==> config.mk <==
export PLATFORM = sky130hd
export DESIGN_NAME = approx_mul8_seq_ctrl
export DESIGN_NICKNAME = d
export VERILOG_FILES = /design/src/rtl/approx_mul8_seq_ctrl.sv
export SDC_FILE = /design/constraint.sdc
export NUM_CORES = 1
export LEC_CHECK = 0
export BUFFER_PORTS_ARGS = -buffer_cell sky130_fd_sc_hd__buf_2
export CAP_MARGIN = 40
export CORE_UTILIZATION = 54
export DETAILED_ROUTE_END_ITERATION = 12
export PLACE_DENSITY_LB_ADDON = 0.1
export SLEW_MARGIN = 20
export SYNTH_ARGS = -nofsm -noshare
export SYNTH_HDL_FRONTEND = slang
export SYNTH_SLANG_ARGS = --single-unit
==> constraint.sdc <==
create_clock -name clk -period 4.2 [get_ports clk]
set_input_delay 1.26 -clock clk [delete_from_list [all_inputs] [get_ports clk]]
set_output_delay 1.26 -clock clk [all_outputs]
set_load 0.005 [all_outputs]
==> src/rtl/approx_mul8_seq_ctrl.sv <==
// Sequential 8x8 unsigned multiplier controller: one shared 4x4 sub-multiplier
// issues the LL, LH, HL and HH partials over four cycles and shift-accumulates them.
module approx_mul8_seq_ctrl #(
    parameter logic [3:0] DEFAULT_EXACT_MASK = 4'b1000
) (
    input  logic        clk,
    input  logic        rst,
    input  logic        cfg_we,
    input  logic [3:0]  cfg_exact,
    input  logic        in_valid,
    output logic        in_ready,
    input  logic [7:0]  a,
    input  logic [7:0]  b,
    output logic [3:0]  mul_a,
    output logic [3:0]  mul_b,
    output logic        mul_exact,
    input  logic [7:0]  mul_prod,
    output logic        out_valid,
    input  logic        out_ready,
    output logic [15:0] prod,
    output logic        busy
);

    typedef enum logic [1:0] {
        S_IDLE,
        S_MUL,
        S_DONE
    } state_t;

    state_t      state;
    state_t      state_next;
    logic [1:0]  k;
    logic [7:0]  a_q;
    logic [7:0]  b_q;
    logic [3:0]  snap;
    logic [3:0]  exact_mask;
    logic [15:0] acc;
    logic [3:0]  shift;
    logic [15:0] partial;
    logic        accept;

    assign in_ready  = (state == S_IDLE) && !rst;
    assign accept    = in_valid && in_ready;
    assign out_valid = (state == S_DONE);
    assign busy      = (state != S_IDLE);
    assign prod      = acc;
    assign partial   = {8'b0, mul_prod} << shift;

    // NOTE: every output of this block gets a default first, so no path leaves
    // a signal unassigned and no latch is inferred.
    always_comb begin
        state_next = state;
        mul_a      = 4'd0;
        mul_b      = 4'd0;
        mul_exact  = 1'b0;
        shift      = 4'd0;
        case (state)
            S_IDLE: begin
                if (accept) state_next = S_MUL;
            end
            S_MUL: begin
                mul_exact = snap[k];
                mul_a     = k[1] ? a_q[7:4] : a_q[3:0];
                mul_b     = k[0] ? b_q[7:4] : b_q[3:0];
                // Shift is 4 per high nibble involved: LL=0, LH/HL=4, HH=8.
                shift     = {1'b0, k[1] & k[0], k[1] ^ k[0], 1'b0} << 1;
                if (k == 2'd3) state_next = S_DONE;
            end
            S_DONE: begin
                if (out_ready) state_next = S_IDLE;
            end
            default: state_next = S_IDLE;
        endcase
    end

    // NOTE: sequential state uses non-blocking assignments, so the snapshot
    // below samples exact_mask before a same-cycle config write lands.
    always_ff @(posedge clk) begin
        if (rst) begin
            state      <= S_IDLE;
            k          <= 2'd0;
            acc        <= 16'd0;
            a_q        <= 8'd0;
            b_q        <= 8'd0;
            snap       <= 4'd0;
            exact_mask <= DEFAULT_EXACT_MASK;
        end else begin
            state <= state_next;
            if (cfg_we) exact_mask <= cfg_exact;
            if (accept) begin
                a_q  <= a;
                b_q  <= b;
                snap <= exact_mask;
                acc  <= 16'd0;
                k    <= 2'd0;
            end
            if (state == S_MUL) begin
                acc <= acc + partial;
                k   <= k + 2'd1;
            end
        end
    end

endmodule

==> metrics.txt, run 1 <==
# TYPE chip_impl_metric gauge
chip_impl_metric{name="critPathArrivalTime",unit="ps"} 3690
chip_impl_info{name="cell_at_the_root_of_the_clock_tree",value="clkbuf_8"} 1
chip_impl_metric{name="ys_seq_elements",unit=""} 44
chip_impl_metric{name="drive_above_1_share",unit="%"} 21.4
chip_impl_metric{name="diodes",unit=""} 0
chip_impl_info{name="final_cell_mix",value="buf_2 (60), dfxtp_1 (44), nand2_1 (38)"} 1
chip_impl_metric{name="grt_antenna_before_repair",unit=""} 0
chip_impl_metric{name="first_global_vias",unit=""} 2193
chip_impl_info{name="layout_commonest_cell",value="buf_2"} 1
chip_impl_metric{name="max-vdd-ir-drop",unit="V"} 0.000232
chip_impl_metric{name="clk_lat_worst_skew",unit="ps"} 290
chip_impl_metric{name="drt-total-wl",unit="um"} 5650
chip_impl_metric{name="cts_max_path_buffers",unit=""} 2
chip_impl_metric{name="hold_fails_final_rpt",unit=""} 0
chip_impl_metric{name="max_freq",unit="GHz"} 0.285
chip_impl_metric{name="io_buffers",unit=""} 60
chip_impl_info{name="min-delay-start",value="exact_mask[3]"} 1
chip_impl_metric{name="worstMarginPinSlew",unit="ps"} 761
chip_impl_info{name="hp-class",value="reg -> reg"} 1
chip_impl_info{name="timing.critical_path.from_type",value="flop"} 1
chip_impl_metric{name="setup_ws_post_layout",unit="ps"} 695
chip_impl_metric{name="yosysUniqueCellTypes",unit=""} 45
chip_impl_info{name="worstHoldEndpoint",value="snap[3]"} 1
chip_impl_metric{name="leakage_power_figure",unit="nW"} 1.37
chip_impl_metric{name="power_per_cell_area",unit="nW/um^2"} 300
chip_impl_metric{name="postSynth.asyncResetShare",unit="%"} 0
chip_impl_metric{name="floorplan.die_area",unit="um^2"} 5210
chip_impl_info{name="worstSetupEndpointType",value="flop"} 1
chip_impl_metric{name="critPathRequiredTime",unit="ps"} 4390
chip_impl_metric{name="slew_headroom",unit="%"} 49.2
chip_impl_metric{name="die-height",unit="um"} 72.2
chip_impl_metric{name="rows",unit=""} 25
chip_impl_metric{name="num_io_pins",unit=""} 61
chip_impl_metric{name="setup.reg_to_reg.worst_slack",unit="ps"} 700
chip_impl_metric{name="clkSinkCount",unit=""} 44
chip_impl_metric{name="grt_max_degree",unit=""} 40
chip_impl_metric{name="post_cts_hold_buffer_count",unit=""} 0
chip_impl_info{name="post-synth-top-area-cell",value="dfxtp_1"} 1
chip_impl_metric{name="synthesis.instances",unit=""} 325
chip_impl_info{name="r2r_end",value="prod[14]"} 1
chip_impl_metric{name="finalWeightedCongestion",unit=""} 0.880
chip_impl_metric{name="syn_area_per_cell",unit="um^2"} 8.18
chip_impl_metric{name="floorplan.core_area",unit="um^2"} 4720
chip_impl_metric{name="synth_sequential_area_ratio",unit="%"} 33.1
chip_impl_info{name="setup_crit_path_kind",value="reg -> reg"} 1
chip_impl_metric{name="layout.filler_cells",unit=""} 453
chip_impl_metric{name="design.final.nets",unit=""} 428
chip_impl_metric{name="area.growth.synth_to_final",unit="%"} 15.6
chip_impl_metric{name="routedWlPerCell",unit="um"} 12.7
chip_impl_metric{name="post-route-period-util",unit="%"} 83.4
chip_impl_metric{name="crit_fanout",unit=""} 12
chip_impl_metric{name="finalSetupTns",unit="ps"} 0
chip_impl_metric{name="h-tree-depth",unit=""} 2
chip_impl_metric{name="via_count",unit=""} 2384
chip_impl_metric{name="r2r.worst_path.cells",unit=""} 14
chip_impl_metric{name="cap_violations",unit=""} 0
chip_impl_metric{name="die-width",unit="um"} 72.2
chip_impl_info{name="synth_top_cells_by_area",value="dfxtp_1 (33%), ha_1 (7.5%), nand2b_1 (6.1%)"} 1
chip_impl_metric{name="grt.overflow.total",unit=""} 0
chip_impl_metric{name="synth-edff-count",unit=""} 0
chip_impl_metric{name="gr-usage-all-layers",unit="%"} 23.3
chip_impl_metric{name="detail_route.vias_per_cell",unit=""} 5.36
chip_impl_metric{name="cts-resized-gates",unit=""} 0
chip_impl_metric{name="synth_top_area_share",unit="%"} 33.1
chip_impl_info{name="cts_tree",value="yes"} 1
chip_impl_metric{name="tritoncts.num_buffers",unit=""} 5
chip_impl_metric{name="holdPathStages",unit=""} 2
chip_impl_metric{name="dp.final_hpwl",unit="um"} 4190
chip_impl_metric{name="min_period",unit="ps"} 3500
chip_impl_info{name="setup_repair_after_global_routing_missed_its_margin",value="false"} 1
chip_impl_metric{name="skew",unit="ps"} 3.34
chip_impl_info{name="run_status",value="complete, no violations"} 1
chip_impl_metric{name="detail_route.iter0.violations",unit=""} 89
chip_impl_metric{name="cts.clk_slew.worst_paths",unit="ps"} 80
chip_impl_metric{name="detailedPlace.worstSlack",unit="ps"} 676
chip_impl_metric{name="postRouteAntennaNets",unit=""} 0
chip_impl_metric{name="synth_warnings",unit=""} 0
chip_impl_metric{name="finalSetupViolCount",unit=""} 0
chip_impl_metric{name="global_route_wire_length_before_repair",unit="um"} 9610
chip_impl_metric{name="final_max_slew_viol_count",unit=""} 0
chip_impl_metric{name="synthesis.area",unit="um^2"} 2660
chip_impl_info{name="critical_path.reg2reg.startpoint",value="k[0]"} 1
chip_impl_metric{name="effective_utilization_at_floorplan",unit="%"} 56.3
chip_impl_metric{name="synthesis.nets",unit=""} 375
chip_impl_metric{name="cts_post_setup_buffers_inserted",unit=""} 0
chip_impl_metric{name="drtPass1Iterations",unit=""} 4
chip_impl_info{name="synth_top_flop_cell",value="dfxtp_1"} 1
chip_impl_metric{name="drcViolationCount",unit=""} 0
critical path, cell delays in order (launching register included):
cell      delay [ps]
dfxtp_1          570
ha_1             440
o21ai_0          200
buf_4            160
and2_1           120
ha_1             180
inv_1             60
fa_1             380
nand2b_1         190
a21oi_1          220
o221ai_2         200
o21ai_1          230
a211oi_1         120
xnor2_1          130
a22o_1           200
worst max path at each step:
stage	depth (start not counted)	from	slack, ps	end
2_1_floorplan	11	mul_prod[4]	1000	prod[11]
6_report	14	k[0]	700	prod[14]
5_1_grt	14	k[0]	300	prod[14]
3_5_place_dp	12	mul_prod[0]	680	prod[14]
3_3_place_gp	12	mul_prod[4]	740	prod[11]
4_1_cts	14	k[0]	680	prod[14]
cell usage after synthesis (2+ instances only):
| cell | number |
|---|---|
| a211o_1 | 2 |
| a211oi_1 | 2 |
| a21o_1 | 4 |
| a21oi_1 | 18 |
| a21oi_4 | 2 |
| a22o_1 | 9 |
| a22oi_1 | 7 |
| a31oi_1 | 3 |
| and2_1 | 5 |
| and3_1 | 2 |
| buf_1 | 2 |
| buf_6 | 2 |
| clkbuf_1 | 14 |
| dfxtp_1 | 44 |
| ha_1 | 16 |
| inv_1 | 7 |
| mux2i_1 | 14 |
| nand2_1 | 38 |
| nand2b_1 | 26 |
| nor2_1 | 35 |
| nor2b_1 | 11 |
| nor3_1 | 3 |
| o21ai_0 | 27 |
| o21ai_1 | 2 |
| xnor2_1 | 8 |
| xor2_1 | 3 |
report_power, final:
part / internal [mW] / leakage [nW] / switching, mW
logic: 0.0940 / 0.966 / 0.111
registers: 0.443 / 0.360 / 0.0188
clock network: 0.113 / 0.0400 / 0.144
stage by stage:
stage | cells | utilization [%] | area, um^2 | hold WS, ps | total power [mW]
4_1_cts | 445 | 65.1 | 3070 | 459 | 0.933
3_5_place_dp | 438 | 63.4 | 2990 | 437 | 0.676
6_report | 445 | 65.1 | 3070 | 453 | 0.924
2_1_floorplan | 325 | - | 2660 | 417 | 0.617
3_3_place_gp | 438 | 63.4 | 2990 | 441 | 0.673
5_1_grt | 445 | 65.1 | 3070 | 486 | 0.977
per-layer routing:
layer	wire length, um	global-route usage, %	part of all wire, %
met3	279	4.31	4.9
met4	42	5.23	0.74
met1	2750	32.1	49
met5	0	0	0
met2	2580	37.9	46
state kept, by name, indices dropped and copies added, names as in the netlist:
name        count
prod           16
a_q             8
b_q             8
exact_mask      4
snap            4
k               2
state           2
cell type report:
type	count	area, um^2	area share (%)
inverters	7	26.3	0.855
clock buffers	5	68.8	2.24
flip-flops and latches	44	881	28.7
clock inverters	2	12.5	0.407
well taps	67	83.8	2.73
multi-input cells	255	1660	54.1
repair buffers	65	338	11.0
logic make-up after synthesis:
| family | Yosys count | share of synthesized area, % |
|---|---|---|
| xor gates and xnor gates | 11 | 3.62 |
| DFF | 44 | 33.1 |
| muxes | 15 | 6.12 |
| buffers and inverters | 26 | 4.28 |
| and+or+nand+nor | 124 | 22.1 |
| adders and majority gates | 17 | 8.28 |
| AOI/OAI and AO/OA | 88 | 22.4 |
No activity file was read; power rests on OpenSTA's default activity.
==> run 2, diff against run 1 <==
--- a/config.mk
+++ b/config.mk
@@ -7,7 +7,7 @@
 export LEC_CHECK = 0
 export BUFFER_PORTS_ARGS = -buffer_cell sky130_fd_sc_hd__buf_2
 export CAP_MARGIN = 40
-export CORE_UTILIZATION = 54
+export CORE_UTILIZATION = 49
 export DETAILED_ROUTE_END_ITERATION = 12
 export PLACE_DENSITY_LB_ADDON = 0.1
 export SLEW_MARGIN = 20
==> constraint.sdc (replaced) <==
create_clock -name clk -period 3 [get_ports clk]
set_input_delay 0.9 -clock clk [delete_from_list [all_inputs] [get_ports clk]]
set_output_delay 0.9 -clock clk [all_outputs]
set_load 0.005 [all_outputs]
==> run 2 against run 1 <==
Effect of this change: register-to-register slack got worse by 470 ps; sequential power up 39%; sequential cell count is the same; final area grew 9.2%; critical endpoint unchanged; maximum frequency grew 26%; clock power is 110% higher; routed wire length rose by 12%; largest power group unchanged; core utilization decreased by 0.16 points; non-clock buffer count up 22; clock skew up 1.0 ps; largest cell class unchanged.
==> metrics.txt, run 2 (same netlist as run 1, synthesis figures left out) <==
# TYPE chip_impl_metric gauge
chip_impl_metric{name="design.final.nets",unit=""} 450
chip_impl_info{name="timing.critical_path.from_type",value="flop"} 1
chip_impl_metric{name="final_max_slew_viol_count",unit=""} 0
chip_impl_metric{name="p_int",unit="mW"} 1.11
chip_impl_metric{name="num_io_pins",unit=""} 61
chip_impl_metric{name="drt-total-wl",unit="um"} 6320
chip_impl_metric{name="area.growth.synth_to_final",unit="%"} 26.3
chip_impl_metric{name="effective_utilization_at_floorplan",unit="%"} 51.4
chip_impl_metric{name="rows",unit=""} 26
chip_impl_metric{name="max-vdd-ir-drop",unit="V"} 0.000239
chip_impl_metric{name="clkSinkCount",unit=""} 44
chip_impl_metric{name="floorplan.die_area",unit="um^2"} 5720
chip_impl_metric{name="drive_above_1_share",unit="%"} 28.7
chip_impl_metric{name="postRouteAntennaNets",unit=""} 0
chip_impl_metric{name="post_cts_hold_buffer_count",unit=""} 0
chip_impl_metric{name="layout.filler_cells",unit=""} 478
chip_impl_metric{name="swShare",unit="%"} 26.8
chip_impl_metric{name="diodes",unit=""} 0
chip_impl_metric{name="global_route_wire_length_before_repair",unit="um"} 9980
chip_impl_info{name="setup_repair_after_global_routing_missed_its_margin",value="false"} 1
chip_impl_info{name="worstSetupEndpointType",value="flop"} 1
chip_impl_metric{name="critPathArrivalTime",unit="ps"} 2970
chip_impl_info{name="cell_at_the_root_of_the_clock_tree",value="clkbuf_8"} 1
chip_impl_metric{name="grt_antenna_before_repair",unit=""} 0
chip_impl_metric{name="finalSetupViolCount",unit=""} 0
chip_impl_metric{name="die-height",unit="um"} 75.7
chip_impl_metric{name="detail_route.iter0.violations",unit=""} 92
chip_impl_metric{name="largest_register_ffs",unit=""} 16
chip_impl_metric{name="final_util",unit="%"} 64.9
chip_impl_metric{name="h-tree-depth",unit=""} 2
chip_impl_info{name="layout_commonest_cell",value="buf_2"} 1
chip_impl_metric{name="floorplan.core_area",unit="um^2"} 5170
chip_impl_info{name="run_status",value="complete, no violations"} 1
chip_impl_metric{name="finalWeightedCongestion",unit=""} 0.895
chip_impl_metric{name="io_buffers",unit=""} 60
chip_impl_info{name="cts_tree",value="yes"} 1
chip_impl_metric{name="cts_max_path_buffers",unit=""} 2
chip_impl_metric{name="crit_fanout",unit=""} 8
chip_impl_info{name="final_cell_mix",value="buf_2 (60), dfxtp_1 (43), nand2_1 (38)"} 1
chip_impl_metric{name="detail_route.vias_per_cell",unit=""} 5.21
chip_impl_metric{name="max_freq",unit="GHz"} 0.360
chip_impl_metric{name="leakage_power_figure",unit="nW"} 1.51
chip_impl_metric{name="stdcell_count",unit=""} 470
chip_impl_metric{name="routedWlPerCell",unit="um"} 13.5
chip_impl_info{name="setup_crit_path_kind",value="reg -> reg"} 1
chip_impl_metric{name="critPathRequiredTime",unit="ps"} 3190
chip_impl_metric{name="worstMarginPinSlew",unit="ps"} 482
chip_impl_info{name="hp-class",value="reg -> reg"} 1
chip_impl_metric{name="power_frac_comb",unit="%"} 22.6
chip_impl_metric{name="drcViolationCount",unit=""} 0
chip_impl_metric{name="net-switching-power",unit="mW"} 0.406
chip_impl_metric{name="finalSetupTns",unit="ps"} 0
chip_impl_metric{name="seqPwrFrac",unit="%"} 42.4
chip_impl_metric{name="dp.final_hpwl",unit="um"} 4710
chip_impl_metric{name="tritoncts.num_buffers",unit=""} 5
chip_impl_metric{name="post-route-period-util",unit="%"} 92.6
chip_impl_metric{name="clk_lat_worst_skew",unit="ps"} 300
chip_impl_metric{name="cts.clk_slew.worst_paths",unit="ps"} 80
chip_impl_metric{name="grt.overflow.total",unit=""} 0
chip_impl_metric{name="drtPass1Iterations",unit=""} 4
chip_impl_metric{name="via_count",unit=""} 2449
chip_impl_metric{name="clockPowerShare",unit="%"} 35.0
chip_impl_metric{name="slew_headroom",unit="%"} 67.8
chip_impl_metric{name="cap_violations",unit=""} 0
chip_impl_metric{name="hold_fails_final_rpt",unit=""} 0
chip_impl_metric{name="place.detailed.instances",unit=""} 462
chip_impl_metric{name="min_period",unit="ps"} 2780
chip_impl_metric{name="gr-usage-all-layers",unit="%"} 23.2
chip_impl_metric{name="power_per_cell_area",unit="nW/um^2"} 452
chip_impl_metric{name="first_global_vias",unit=""} 2270
chip_impl_metric{name="skew",unit="ps"} 4.38
chip_impl_metric{name="die-width",unit="um"} 75.7
chip_impl_metric{name="grt_max_degree",unit=""} 25
-- run 2: area by class of cell --
type                            count  area, um^2  area share [%]
Multi-Input combinational cell    255        1730            51.5
Sequential cell                    44         882            26.3
Timing Repair Buffer               87         503            15.0
Tap cell                           70        87.6            2.61
Clock buffer                        5        68.8            2.05
Clock inverter                      2        60.1            1.79
Inverter                            7        26.3           0.782
-- run 2: final timing paths --
path / from / to / slack [ps] / depth (start not counted)
worst max-delay path: k[1] / prod[14] / 220 / 13
worst min register to register: exact_mask[1] / snap[1] / 460 / 2
worst min-delay path: exact_mask[1] / snap[1] / 460 / 2
worst max register to register: k[1] / prod[14] / 220 / 13
-- run 2: worst max-delay path, stage by stage (launching register included) --
cell and delay, ps:
dfxtp_1 340, ha_4 320, buf_4 170, nor2b_2 50, a31oi_1 130, o21ai_1 90, ha_1 320, a21oi_2 180
nand2b_1 110, o221ai_4 260, o21ai_2 110, a211oi_1 290, xnor2_1 100, a22o_1 210
-- run 2: timing repair --
action | 4_1_cts | 5_1_grt
gates resized for setup | 0 | 15
setup endpoints to repair | 0 | 7
setup buffers | 0 | 1
-- run 2: power groups by stage --
stage	Combinational, mW	Sequential, mW	Clock, mW
after floorplan	0.211	0.653	0
after global placement	0.318	0.655	0
after detailed placement	0.322	0.656	0
after CTS	0.324	0.642	0.546
after global routing	0.380	0.648	0.568
final	0.343	0.643	0.531
-- run 2: metrics by stage --
| step | hold WS (ps) | power (mW) | setup slack [ps] | cell area (um^2) |
|---|---|---|---|---|
| after floorplan | 417 | 0.864 | 19.2 | 2660 |
| after global placement | 442 | 0.974 | -22.0 | 3160 |
| after detailed placement | 449 | 0.978 | -76.6 | 3160 |
| after CTS | 469 | 1.51 | 31.7 | 3290 |
| after global routing | 483 | 1.60 | 28.2 | 3360 |
| final | 463 | 1.52 | 222 | 3360 |
-- run 2: layer usage --
| metal | part of all wire (%) | GRT usage, % |
|---|---|---|
| met5 | 0 | 0 |
| met4 | 1.2 | 7.00 |
| met3 | 5.4 | 4.23 |
| met2 | 46 | 39.1 |
| met1 | 48 | 30.2 |
